==> config.mk <==
export PLATFORM = sky130hd
export DESIGN_NAME = uart_rx_frame_ctrl_flat
export DESIGN_NICKNAME = d
export VERILOG_FILES = /design/src/rtl/uart_rx_pkg.sv /design/src/rtl/uart_rx_frame_ctrl_if.sv /design/src/rtl/uart_rx_sampler.sv /design/src/rtl/uart_rx_frame_ctrl.sv /design/src/flat_wrapper.sv
export SDC_FILE = /design/constraint.sdc
export NUM_CORES = 1
export LEC_CHECK = 0
export ABC_AREA = 1
export CAP_MARGIN = 5
export CORE_MARGIN = 2
export CORE_UTILIZATION = 45
export CTS_CLUSTER_SIZE = 40
export DETAILED_ROUTE_END_ITERATION = 10
export PLACE_DENSITY = 0.66
export SKIP_CTS_REPAIR_TIMING = 1
export SLEW_MARGIN = 20
export SYNTH_ARGS = -nofsm -noshare
export SYNTH_HDL_FRONTEND = slang
export SYNTH_SLANG_ARGS = --single-unit
==> constraint.sdc <==
create_clock -name CLK -period 3.8 [get_ports CLK]
set_clock_uncertainty 0.15 [all_clocks]
set_input_delay 0.57 -clock CLK [delete_from_list [all_inputs] [get_ports CLK]]
set_output_delay 0.57 -clock CLK [all_outputs]
set_load 0.01 [all_outputs]
==> src/rtl/uart_rx_pkg.sv <==
// Shared types and helpers for the UART RX frame controller.
// Sample/strobe offsets are expressed relative to half the effective prescale.
package uart_rx_pkg;

    typedef enum logic [2:0] {
        StIdle,
        StStart,
        StData,
        StParity,
        StStop
    } rx_state_e;

    localparam int unsigned PrescaleDefault = 8;

    // Majority taps land at P/2-2, P/2-1 and P/2.
    localparam int unsigned SampleLeadEarly = 2;
    localparam int unsigned SampleLeadMid   = 1;
    localparam int unsigned SampleLeadLate  = 0;

    localparam int unsigned VoteLag   = 1;
    localparam int unsigned ShiftLag  = 2;
    localparam int unsigned ParCapLag = 3;

    function automatic int unsigned norm_prescale(input int unsigned p);
        return (p == 16 || p == 32) ? p : PrescaleDefault;
    endfunction

    function automatic logic maj3(input logic [2:0] v);
        return (v[0] & v[1]) | (v[0] & v[2]) | (v[1] & v[2]);
    endfunction

endpackage

==> src/rtl/uart_rx_frame_ctrl_if.sv <==
// Pin-side and parity-checker signals of the UART RX frame controller.
interface uart_rx_frame_ctrl_if #(
    parameter int unsigned DATA_WIDTH = 8,
    parameter int unsigned PRESCALE_W = 6
);

    logic                  RX_IN;
    logic [PRESCALE_W-1:0] PRESCALE;
    logic                  PAR_EN;
    logic                  par_err;
    logic [DATA_WIDTH-1:0] P_DATA;
    logic                  sampled_bit;
    logic                  par_chk_en;
    logic                  data_valid;
    logic                  par_err_flag;
    logic                  stp_err;
    logic                  strt_glitch;
    logic                  busy;

    modport master (
        input  RX_IN, PRESCALE, PAR_EN, par_err,
        output P_DATA, sampled_bit, par_chk_en, data_valid, par_err_flag, stp_err,
               strt_glitch, busy
    );

    modport slave (
        output RX_IN, PRESCALE, PAR_EN, par_err,
        input  P_DATA, sampled_bit, par_chk_en, data_valid, par_err_flag, stp_err,
               strt_glitch, busy
    );

endinterface

==> src/rtl/uart_rx_sampler.sv <==
// Per-bit edge counter and 3-tap majority voter for the RX line.
module uart_rx_sampler
    import uart_rx_pkg::*;
#(
    parameter int unsigned PRESCALE_W = 6
) (
    input  logic                  CLK,
    input  logic                  RST,
    input  logic                  en,
    input  logic                  clr,
    input  logic                  rx_in,
    input  logic [PRESCALE_W-1:0] prescale,
    output logic [PRESCALE_W-1:0] edge_cnt,
    output logic                  sampled_bit
);

    logic [PRESCALE_W-1:0] edge_cnt_q;
    logic [PRESCALE_W-1:0] half;
    logic [2:0]            taps_q;
    logic                  sampled_q;

    assign half        = prescale >> 1;
    assign edge_cnt    = edge_cnt_q;
    assign sampled_bit = sampled_q;

    always_ff @(posedge CLK) begin
        if (!RST) begin
            edge_cnt_q <= '0;
            taps_q     <= '0;
            sampled_q  <= 1'b0;
        end else if (clr) begin
            edge_cnt_q <= '0;
        end else if (en) begin
            edge_cnt_q <= (edge_cnt_q == prescale - PRESCALE_W'(1)) ? '0
                                                                     : edge_cnt_q + 1'b1;
            if (edge_cnt_q == half - PRESCALE_W'(SampleLeadEarly)) taps_q[0] <= rx_in;
            if (edge_cnt_q == half - PRESCALE_W'(SampleLeadMid))   taps_q[1] <= rx_in;
            if (edge_cnt_q == half - PRESCALE_W'(SampleLeadLate))  taps_q[2] <= rx_in;
            if (edge_cnt_q == half + PRESCALE_W'(VoteLag))         sampled_q <= maj3(taps_q);
        end
    end

endmodule

==> src/rtl/uart_rx_frame_ctrl.sv <==
// UART RX frame controller: start/data/parity/stop sequencing, LSB-first
// deserialization and one-cycle result strobes.
module uart_rx_frame_ctrl
    import uart_rx_pkg::*;
#(
    parameter int unsigned DATA_WIDTH = 8,
    parameter int unsigned PRESCALE_W = 6
) (
    input logic                  CLK,
    input logic                  RST,
    uart_rx_frame_ctrl_if.master bus
);

    localparam int unsigned BitCntW = (DATA_WIDTH > 1) ? $clog2(DATA_WIDTH) : 1;
    localparam logic [BitCntW-1:0] LastBit = BitCntW'(DATA_WIDTH - 1);

    rx_state_e             state_q;
    logic [BitCntW-1:0]    bit_cnt_q;
    logic [DATA_WIDTH-1:0] p_data_q;
    logic [PRESCALE_W-1:0] prescale_q;
    logic                  par_en_q;
    logic                  par_fail_q;
    logic                  par_chk_en_q;
    logic                  data_valid_q;
    logic                  par_err_flag_q;
    logic                  stp_err_q;
    logic                  strt_glitch_q;

    logic [PRESCALE_W-1:0] edge_cnt;
    logic [PRESCALE_W-1:0] half;
    logic                  sampled_bit;
    logic                  start_det;
    logic                  bit_end;
    logic                  at_vote;
    logic                  at_shift;
    logic                  at_par_cap;

    assign start_det  = (state_q == StIdle) && !bus.RX_IN;
    assign half       = prescale_q >> 1;
    assign bit_end    = edge_cnt == prescale_q - PRESCALE_W'(1);
    assign at_vote    = edge_cnt == half + PRESCALE_W'(VoteLag);
    assign at_shift   = edge_cnt == half + PRESCALE_W'(ShiftLag);
    assign at_par_cap = edge_cnt == half + PRESCALE_W'(ParCapLag);

    uart_rx_sampler #(
        .PRESCALE_W(PRESCALE_W)
    ) u_sampler (
        .CLK        (CLK),
        .RST        (RST),
        .en         (state_q != StIdle),
        .clr        (start_det),
        .rx_in      (bus.RX_IN),
        .prescale   (prescale_q),
        .edge_cnt   (edge_cnt),
        .sampled_bit(sampled_bit)
    );

    always_ff @(posedge CLK) begin
        if (!RST) begin
            state_q        <= StIdle;
            bit_cnt_q      <= '0;
            p_data_q       <= '0;
            prescale_q     <= PRESCALE_W'(PrescaleDefault);
            par_en_q       <= 1'b0;
            par_fail_q     <= 1'b0;
            par_chk_en_q   <= 1'b0;
            data_valid_q   <= 1'b0;
            par_err_flag_q <= 1'b0;
            stp_err_q      <= 1'b0;
            strt_glitch_q  <= 1'b0;
        end else begin
            par_chk_en_q   <= 1'b0;
            data_valid_q   <= 1'b0;
            par_err_flag_q <= 1'b0;
            stp_err_q      <= 1'b0;
            strt_glitch_q  <= 1'b0;
            unique case (state_q)
                StIdle: begin
                    if (start_det) begin
                        state_q    <= StStart;
                        prescale_q <= PRESCALE_W'(norm_prescale(32'(bus.PRESCALE)));
                        par_en_q   <= bus.PAR_EN;
                        par_fail_q <= 1'b0;
                    end
                end
                StStart: begin
                    if (bit_end) begin
                        if (sampled_bit) begin
                            strt_glitch_q <= 1'b1;
                            state_q       <= StIdle;
                        end else begin
                            state_q   <= StData;
                            bit_cnt_q <= '0;
                        end
                    end
                end
                StData: begin
                    if (at_shift) p_data_q <= {sampled_bit, p_data_q[DATA_WIDTH-1:1]};
                    if (bit_end) begin
                        if (bit_cnt_q == LastBit) begin
                            state_q <= par_en_q ? StParity : StStop;
                        end else begin
                            bit_cnt_q <= bit_cnt_q + 1'b1;
                        end
                    end
                end
                StParity: begin
                    // Set one edge early so the strobe is high while edge_cnt == P/2+2.
                    if (at_vote)    par_chk_en_q <= 1'b1;
                    if (at_par_cap) par_fail_q   <= bus.par_err;
                    if (bit_end)    state_q      <= StStop;
                end
                StStop: begin
                    if (bit_end) begin
                        state_q <= StIdle;
                        if (!sampled_bit) begin
                            stp_err_q <= 1'b1;
                        end else if (par_fail_q) begin
                            par_err_flag_q <= 1'b1;
                        end else begin
                            data_valid_q <= 1'b1;
                        end
                    end
                end
                default: state_q <= StIdle;
            endcase
        end
    end

    assign bus.P_DATA       = p_data_q;
    assign bus.sampled_bit  = sampled_bit;
    assign bus.par_chk_en   = par_chk_en_q;
    assign bus.data_valid   = data_valid_q;
    assign bus.par_err_flag = par_err_flag_q;
    assign bus.stp_err      = stp_err_q;
    assign bus.strt_glitch  = strt_glitch_q;
    assign bus.busy         = state_q != StIdle;

endmodule

==> src/flat_wrapper.sv <==
// flat-port wrapper written by rule: the top's interface ports become plain ports
module uart_rx_frame_ctrl_flat import uart_rx_pkg::*;
#(
    parameter int unsigned DATA_WIDTH = 8,
    parameter int unsigned PRESCALE_W = 6
)
  (CLK, RST, bus_RX_IN, bus_PRESCALE, bus_PAR_EN, bus_par_err, bus_P_DATA, bus_sampled_bit, bus_par_chk_en, bus_data_valid, bus_par_err_flag, bus_stp_err, bus_strt_glitch, bus_busy);
  uart_rx_frame_ctrl_if #(.DATA_WIDTH(DATA_WIDTH), .PRESCALE_W(PRESCALE_W)) bus_i ();
  input logic CLK;
  input logic RST;
  input wire logic [$bits(bus_i.RX_IN)-1:0] bus_RX_IN;
  input wire logic [$bits(bus_i.PRESCALE)-1:0] bus_PRESCALE;
  input wire logic [$bits(bus_i.PAR_EN)-1:0] bus_PAR_EN;
  input wire logic [$bits(bus_i.par_err)-1:0] bus_par_err;
  output wire logic [$bits(bus_i.P_DATA)-1:0] bus_P_DATA;
  output wire logic [$bits(bus_i.sampled_bit)-1:0] bus_sampled_bit;
  output wire logic [$bits(bus_i.par_chk_en)-1:0] bus_par_chk_en;
  output wire logic [$bits(bus_i.data_valid)-1:0] bus_data_valid;
  output wire logic [$bits(bus_i.par_err_flag)-1:0] bus_par_err_flag;
  output wire logic [$bits(bus_i.stp_err)-1:0] bus_stp_err;
  output wire logic [$bits(bus_i.strt_glitch)-1:0] bus_strt_glitch;
  output wire logic [$bits(bus_i.busy)-1:0] bus_busy;
  assign bus_i.RX_IN = bus_RX_IN;
  assign bus_i.PRESCALE = bus_PRESCALE;
  assign bus_i.PAR_EN = bus_PAR_EN;
  assign bus_i.par_err = bus_par_err;
  assign bus_P_DATA = bus_i.P_DATA;
  assign bus_sampled_bit = bus_i.sampled_bit;
  assign bus_par_chk_en = bus_i.par_chk_en;
  assign bus_data_valid = bus_i.data_valid;
  assign bus_par_err_flag = bus_i.par_err_flag;
  assign bus_stp_err = bus_i.stp_err;
  assign bus_strt_glitch = bus_i.strt_glitch;
  assign bus_busy = bus_i.busy;
  uart_rx_frame_ctrl #(.DATA_WIDTH(DATA_WIDTH), .PRESCALE_W(PRESCALE_W)) u_core (.CLK(CLK), .RST(RST), .bus(bus_i));
endmodule
==> out/metrics.yaml, run 1 <==
worst_setup_path:
  timing.rr.end: "u_core.u_sampler.sampled_bit"
  cp-start-kind: "flip-flop"
  reg2reg_from: "u_core.prescale_q[1]"
  cp.arrival_ps: 1880
  r2r_setup_slack_ps: 1500
  cp_max_fo: 15
  critPathKind: "reg -> out"
  rr_worst_depth: 9
  required_ps: 3080
  setup.worst_path.end_class: "output port"
placed_design:
  finalWeightedCongestion: 0.872
  preCtsSetupSlack_ps: 1500
  placed_area_mm2: 0.00265
  hpwl_um: 4240
  io_buffer_count: 25
timing:
  fmax_mhz: 384
  post-route-min-period_ps: 2600
  worst_pin_slew_ps: 557
  tns_ps: 0
  setup_violations: 0
  hold_viol_final: 0
  fin_crit_sh: 0.685
  worst_slack_ps: 1200
  slew_headroom: 0.628
  rsz0062_at_grt: "false"
  drv_slew: 0
power:
  p_sw_frac: 0.368
  power_frac_comb: 0.357
  total_power_w: 0.00139
  vdd_drop_max_v: 0.000265
  leakage_nw: 1.21
  power_density_mw_per_mm2: 497
  seqPwrFrac: 0.342
  clkPwrFrac: 0.301
  intPower_w: 0.000876
  switchingPower_w: 0.000510
floorplan:
  die-height_um: 76.3
  row_count: 26
  io_pins: 26
  die_x_um: 76.3
  core_mm2: 0.00507
  die_area_mm2: 0.00582
  start_util: 0.463
run_status:
  status: "finished clean"
synth:
  synth_fp_nets: 381
  synthCells: 359
  synth_enable_flop_cells: 0
  synth_most_common_cell: "nand2_1"
  yosys_warnings: 0
  synth_ff_type: "dfxtp_1"
  synth.area.top_cells: "dfxtp_1 (32%), nand2_1 (15%), nor2_1 (9.1%), ha_1 (5.9%), inv_1 (5.6%)"
  syn-cell-area_mm2: 0.00235
  yosys.area.top_type: "dfxtp_1"
  yosysSeqAreaShare: 0.315
  ys_async_sr_fraction: 0
  syn_area_per_cell_um2: 6.55
  ys_ff_latch: 37
  ys_top_cells_by_count: "nand2_1 (97), nor2_1 (57), dfxtp_1 (37), inv_1 (35), nand3_1 (24)"
  synth_top_area_share: 0.315
  ys_types: 36
min_path:
  hold_path_class: "reg -> reg"
  min_from: "u_core.par_fail_q"
  min_path_cells: 1
  min_to: "u_core.bus.data_valid"
detailed_routing:
  ant_nets: 0
  route.vias.total: 2218
  drt_first_pass_iters: 4
  routed_wl_um: 5670
  first_iter_violations: 176
  avgViaCountPerCell: 4.87
  wl_per_cell_um: 12.5
  drc: 0
clock_network:
  cts-root-buf: "clkbuf_8"
  clkSinkCount: 37
  clockBufferDepth: 2
  clock_latency_ps: 290
  numCtsBuffers: 5
  cts_tree: "done"
  clk_pin_slew_worst_paths_ps: 80
  htreeDepth: 2
cells_and_area:
  fin_util: 0.550
  syn2layout_area_growth_pct: 18.6
  drive_gt1_frac: 0.0701
  design_area_mm2: 0.00279
  antenna_cells: 0
  nNetsFinal: 406
grt:
  grt_pass1_wl_um: 9580
  grt.total_usage: 0.205
  antenna_found_initial: 0
  grt-ovfl-total: 0
  grt_start_max_net_pins: 27
  grt_pass1_vias: 2059
run:
  max_cap_violations: 0
## routing by layer
metal	vias up	routed length (um)	global-route usage
met5	-	0	0
met4	0	94	0.0727
met3	7	263	0.0403
met2	45	2600	0.328
met1	981	2710	0.274
li1	1185	-	-
## cells in the final DEF (no fill, tap or decap), types with 2 or more instances in the layout
cell type        count
nand2_1             97
nor2_1              57
dfxtp_1             37
inv_1               35
clkdlybuf4s50_1     25
nand3_1             24
o21ai_0             16
a21oi_1             15
xor2_1              14
ha_1                11
xnor2_1              7
nand4_1              5
nor3_1               5
clkbuf_8             5
inv_2                3
nand2_2              3
nor2_2               3
a21boi_0             2
or2_2                2
o32ai_1              2
bufinv_16            2
## worst max-delay path, stage by stage (launching register included)
cell and delay, ps:
dfxtp_1 430, nor2_1 90, nand2_1 430, clkdlybuf4s50_1 640
## flip-flops by register name, summed over array words and instances (netlist names), 3 cells and up
name,flops
u_core.state_q,3
u_core.prescale_q,6
u_core.u_sampler.edge_cnt,6
u_core.bus.P_DATA,8
u_core.u_sampler.taps_q,3
u_core.bit_cnt_q,3
## cells by family (layout without fill, tap and decap cells)
kind of cell	after synthesis	after routing	share of synthesized area
adders and majority gates	11	11	0.0585
buffers and inverters	48	74	0.0836
xor gates and xnor gates	22	22	0.0852
AOI/OAI and AO/OA	39	39	0.0937
and+or+nand+nor	202	202	0.364
DFF	37	37	0.315
## power by group through the flow
stage / clock [W] / combinational [W] / sequential, W
after floorplan: 0 / 0.000396 / 0.000467
after global placement: 0 / 0.000483 / 0.000481
after detailed placement: 0 / 0.000488 / 0.000481
after CTS: 0.000424 / 0.000489 / 0.000474
after global routing: 0.000439 / 0.000561 / 0.000480
final: 0.000416 / 0.000495 / 0.000474
## how the worst max path moves through the flow
stage                               from                           end  slack, ps  cells past startpoint
floorplan           u_core.prescale_q[1]           u_core.bit_cnt_q[0]       1930                     14
detailed placement             bus_RX_IN  u_core.u_sampler.edge_cnt[3]       1500                      7
global placement               bus_RX_IN  u_core.u_sampler.edge_cnt[4]       1520                      7
CTS                    u_core.state_q[0]                      bus_busy       1190                      3
global route           u_core.state_q[0]                      bus_busy       1100                      3
finish                 u_core.state_q[0]                      bus_busy       1200                      3
## stage by stage
stage | hold WS (ps) | instances
after floorplan | 242 | 359
after global placement | 253 | 447
after detailed placement | 261 | 447
after CTS | 274 | 455
after global routing | 285 | 455
final | 270 | 455
## cell type report
class | count | area (um2)
clock buffers | 5 | 68.8
clock inverters | 3 | 68.8
fillers | 512 | 2290
inverters | 40 | 151
multi-input cells | 274 | 1410
flip-flops and latches | 37 | 741
well taps | 70 | 87.6
repair buffers | 26 | 258
Note: power is estimated with default switching activity, not from simulation.
==> run 2, diff against run 1 <==
PLACE_DENSITY = 0.69   (was 0.66)
clock period = 2.1 ns   (was 3.8 ns; I/O delays follow)
==> out/metrics.yaml, run 2 (same netlist as run 1, synthesis figures left out) <==
timing:
  worst_pin_slew_ps: 393
  fin_crit_sh: 0.949
  hold_ws_ps: 256
  setup_violations: 0
  hold_viol_final: 0
  drv_slew: 0
  post-route-min-period_ps: 1990
  worst_slack_ps: 108
  fmax_mhz: 502
  slew_headroom: 0.737
  tns_ps: 0
power:
  p_sw_frac: 0.393
  switchingPower_w: 0.000914
  seqPwrFrac: 0.364
  intPower_w: 0.00141
  vdd_drop_max_v: 0.000473
  clkPwrFrac: 0.206
  power_density_mw_per_mm2: 814
  power_frac_comb: 0.429
  leakage_nw: 1.24
floorplan:
  io_pins: 26
  start_util: 0.463
  core_mm2: 0.00507
  row_count: 26
  die-height_um: 76.3
  die_area_mm2: 0.00582
  die_x_um: 76.3
placed_design:
  place_inst: 456
  hpwl_um: 4410
  preCtsSetupSlack_ps: 115
  finalWeightedCongestion: 0.880
  io_buffer_count: 25
grt:
  grt-ovfl-total: 0
  grt.total_usage: 0.203
  use_met2: 0.336
  grt_pass1_vias: 2126
  grt.busiest_layer: "met2"
  grt_start_max_net_pins: 14
  grt_pass1_wl_um: 9650
  antenna_found_initial: 0
  met3_usage: 0.0427
  use_met1: 0.260
run:
  max_cap_violations: 0
cells_and_area:
  largest_register_ffs: 8
  fill_cells: 531
  final-seq-area_um2: 744
  syn2layout_area_growth_pct: 21.5
  mostFrequentLayoutCells: "nand2_1 (95), nor2_1 (55), dfxtp_1 (34), inv_1 (33), clkdlybuf4s50_1 (25)"
  antenna_cells: 0
  final_common_cell: "nand2_1"
  nNetsFinal: 417
  stdcell_count: 466
  drive_gt1_frac: 0.126
  multiInputGateArea_mm2: 0.00146
worst_setup_path:
  cp_max_fo: 8
  setup.worst_path.end_class: "output port"
  rr_worst_depth: 9
  critPathSlowestCell: "clkdlybuf4s50_1"
  cp_num_buf_inv: 1
  cp-start-kind: "flip-flop"
  required_ps: 1630
  crit_family: "buffers and inverters"
  critPathKind: "reg -> out"
  cp.arrival_ps: 1530
  timing.rr.end: "u_core.bus.P_DATA[2]"
  r2r_setup_slack_ps: 180
  crit_chain: "nor2_1 -> nand2_2 -> clkdlybuf4s50_1"
  reg2reg_from: "u_core.prescale_q[2]"
  max_stage_delay_ps: 570
detailed_routing:
  drc: 0
  ant_nets: 0
  route.vias.total: 2309
  wl_per_cell_um: 12.1
  drt_first_pass_iters: 4
  avgViaCountPerCell: 4.95
  first_iter_violations: 135
  routed_wl_um: 5620
min_path:
  hold_path_class: "reg -> reg"
  min_path_cells: 1
  min_to: "u_core.bus.data_valid"
  min_from: "u_core.par_fail_q"
clock_network:
  htreeDepth: 2
  clkSinkCount: 37
  clock_latency_ps: 280
  cts_tree: "done"
  cts-root-buf: "clkbuf_8"
  clockBufferDepth: 2
  numCtsBuffers: 5
  clk_pin_slew_worst_paths_ps: 70
run_status:
  status: "finished clean"
-- run 2: layer usage --
metal | vias up | part of all wire
met5 | - | 0
met4 | 0 | 0.022
met3 | 10 | 0.041
met2 | 44 | 0.46
met1 | 1046 | 0.48
li1 | 1209 | -
-- run 2: how the worst max path moves through the flow --
stage,slack [ps],depth (start not counted),start,endpoint
floorplan,230,14,u_core.prescale_q[1],u_core.bit_cnt_q[0]
global placement,120,11,u_core.prescale_q[2],u_core.u_sampler.edge_cnt[3]
detailed placement,120,11,u_core.prescale_q[2],u_core.u_sampler.edge_cnt[5]
CTS,-80,3,u_core.state_q[0],bus_busy
global route,-5,10,u_core.prescale_q[2],u_core.bus.data_valid
finish,110,3,u_core.state_q[1],bus_busy
-- run 2: layout make-up --
| cell class | count | share of cell area |
|---|---|---|
| Tap cell | 70 | 0.0307 |
| Sequential cell | 37 | 0.261 |
| Timing Repair Buffer | 36 | 0.117 |
| Multi-Input combinational cell | 275 | 0.510 |
| Clock buffer | 6 | 0.0254 |
| Inverter | 40 | 0.0534 |
| Clock inverter | 2 | 0.00350 |
-- run 2: worst register-to-register path, delay by kind of cell, from the launching register on --
kind | cells | cell delay [ps]
xor gates and xnor gates | 1 | 150
and+or+nand+nor | 4 | 520
buffers and inverters | 1 | 150
adders and majority gates | 1 | 240
DFF | 1 | 320
AOI/OAI and AO/OA | 2 | 290
-- run 2: power groups by stage --
stage | sequential (W) | clock [W] | combinational [W]
after floorplan | 0.000846 | 0 | 0.000717
after global placement | 0.000856 | 0 | 0.000944
after detailed placement | 0.000858 | 0 | 0.000957
after CTS | 0.000843 | 0.000493 | 0.000963
after global routing | 0.000856 | 0.000522 | 0.00114
final | 0.000847 | 0.000480 | 0.000998
-- run 2: through the flow --
step,total power (W),instance area [um2],utilization
final,0.00232,2860,0.563
after global routing,0.00252,2860,0.563
after CTS,0.00230,2800,0.552
after detailed placement,0.00181,2720,0.536
after global placement,0.00180,2720,0.536
after floorplan,0.00156,2350,-
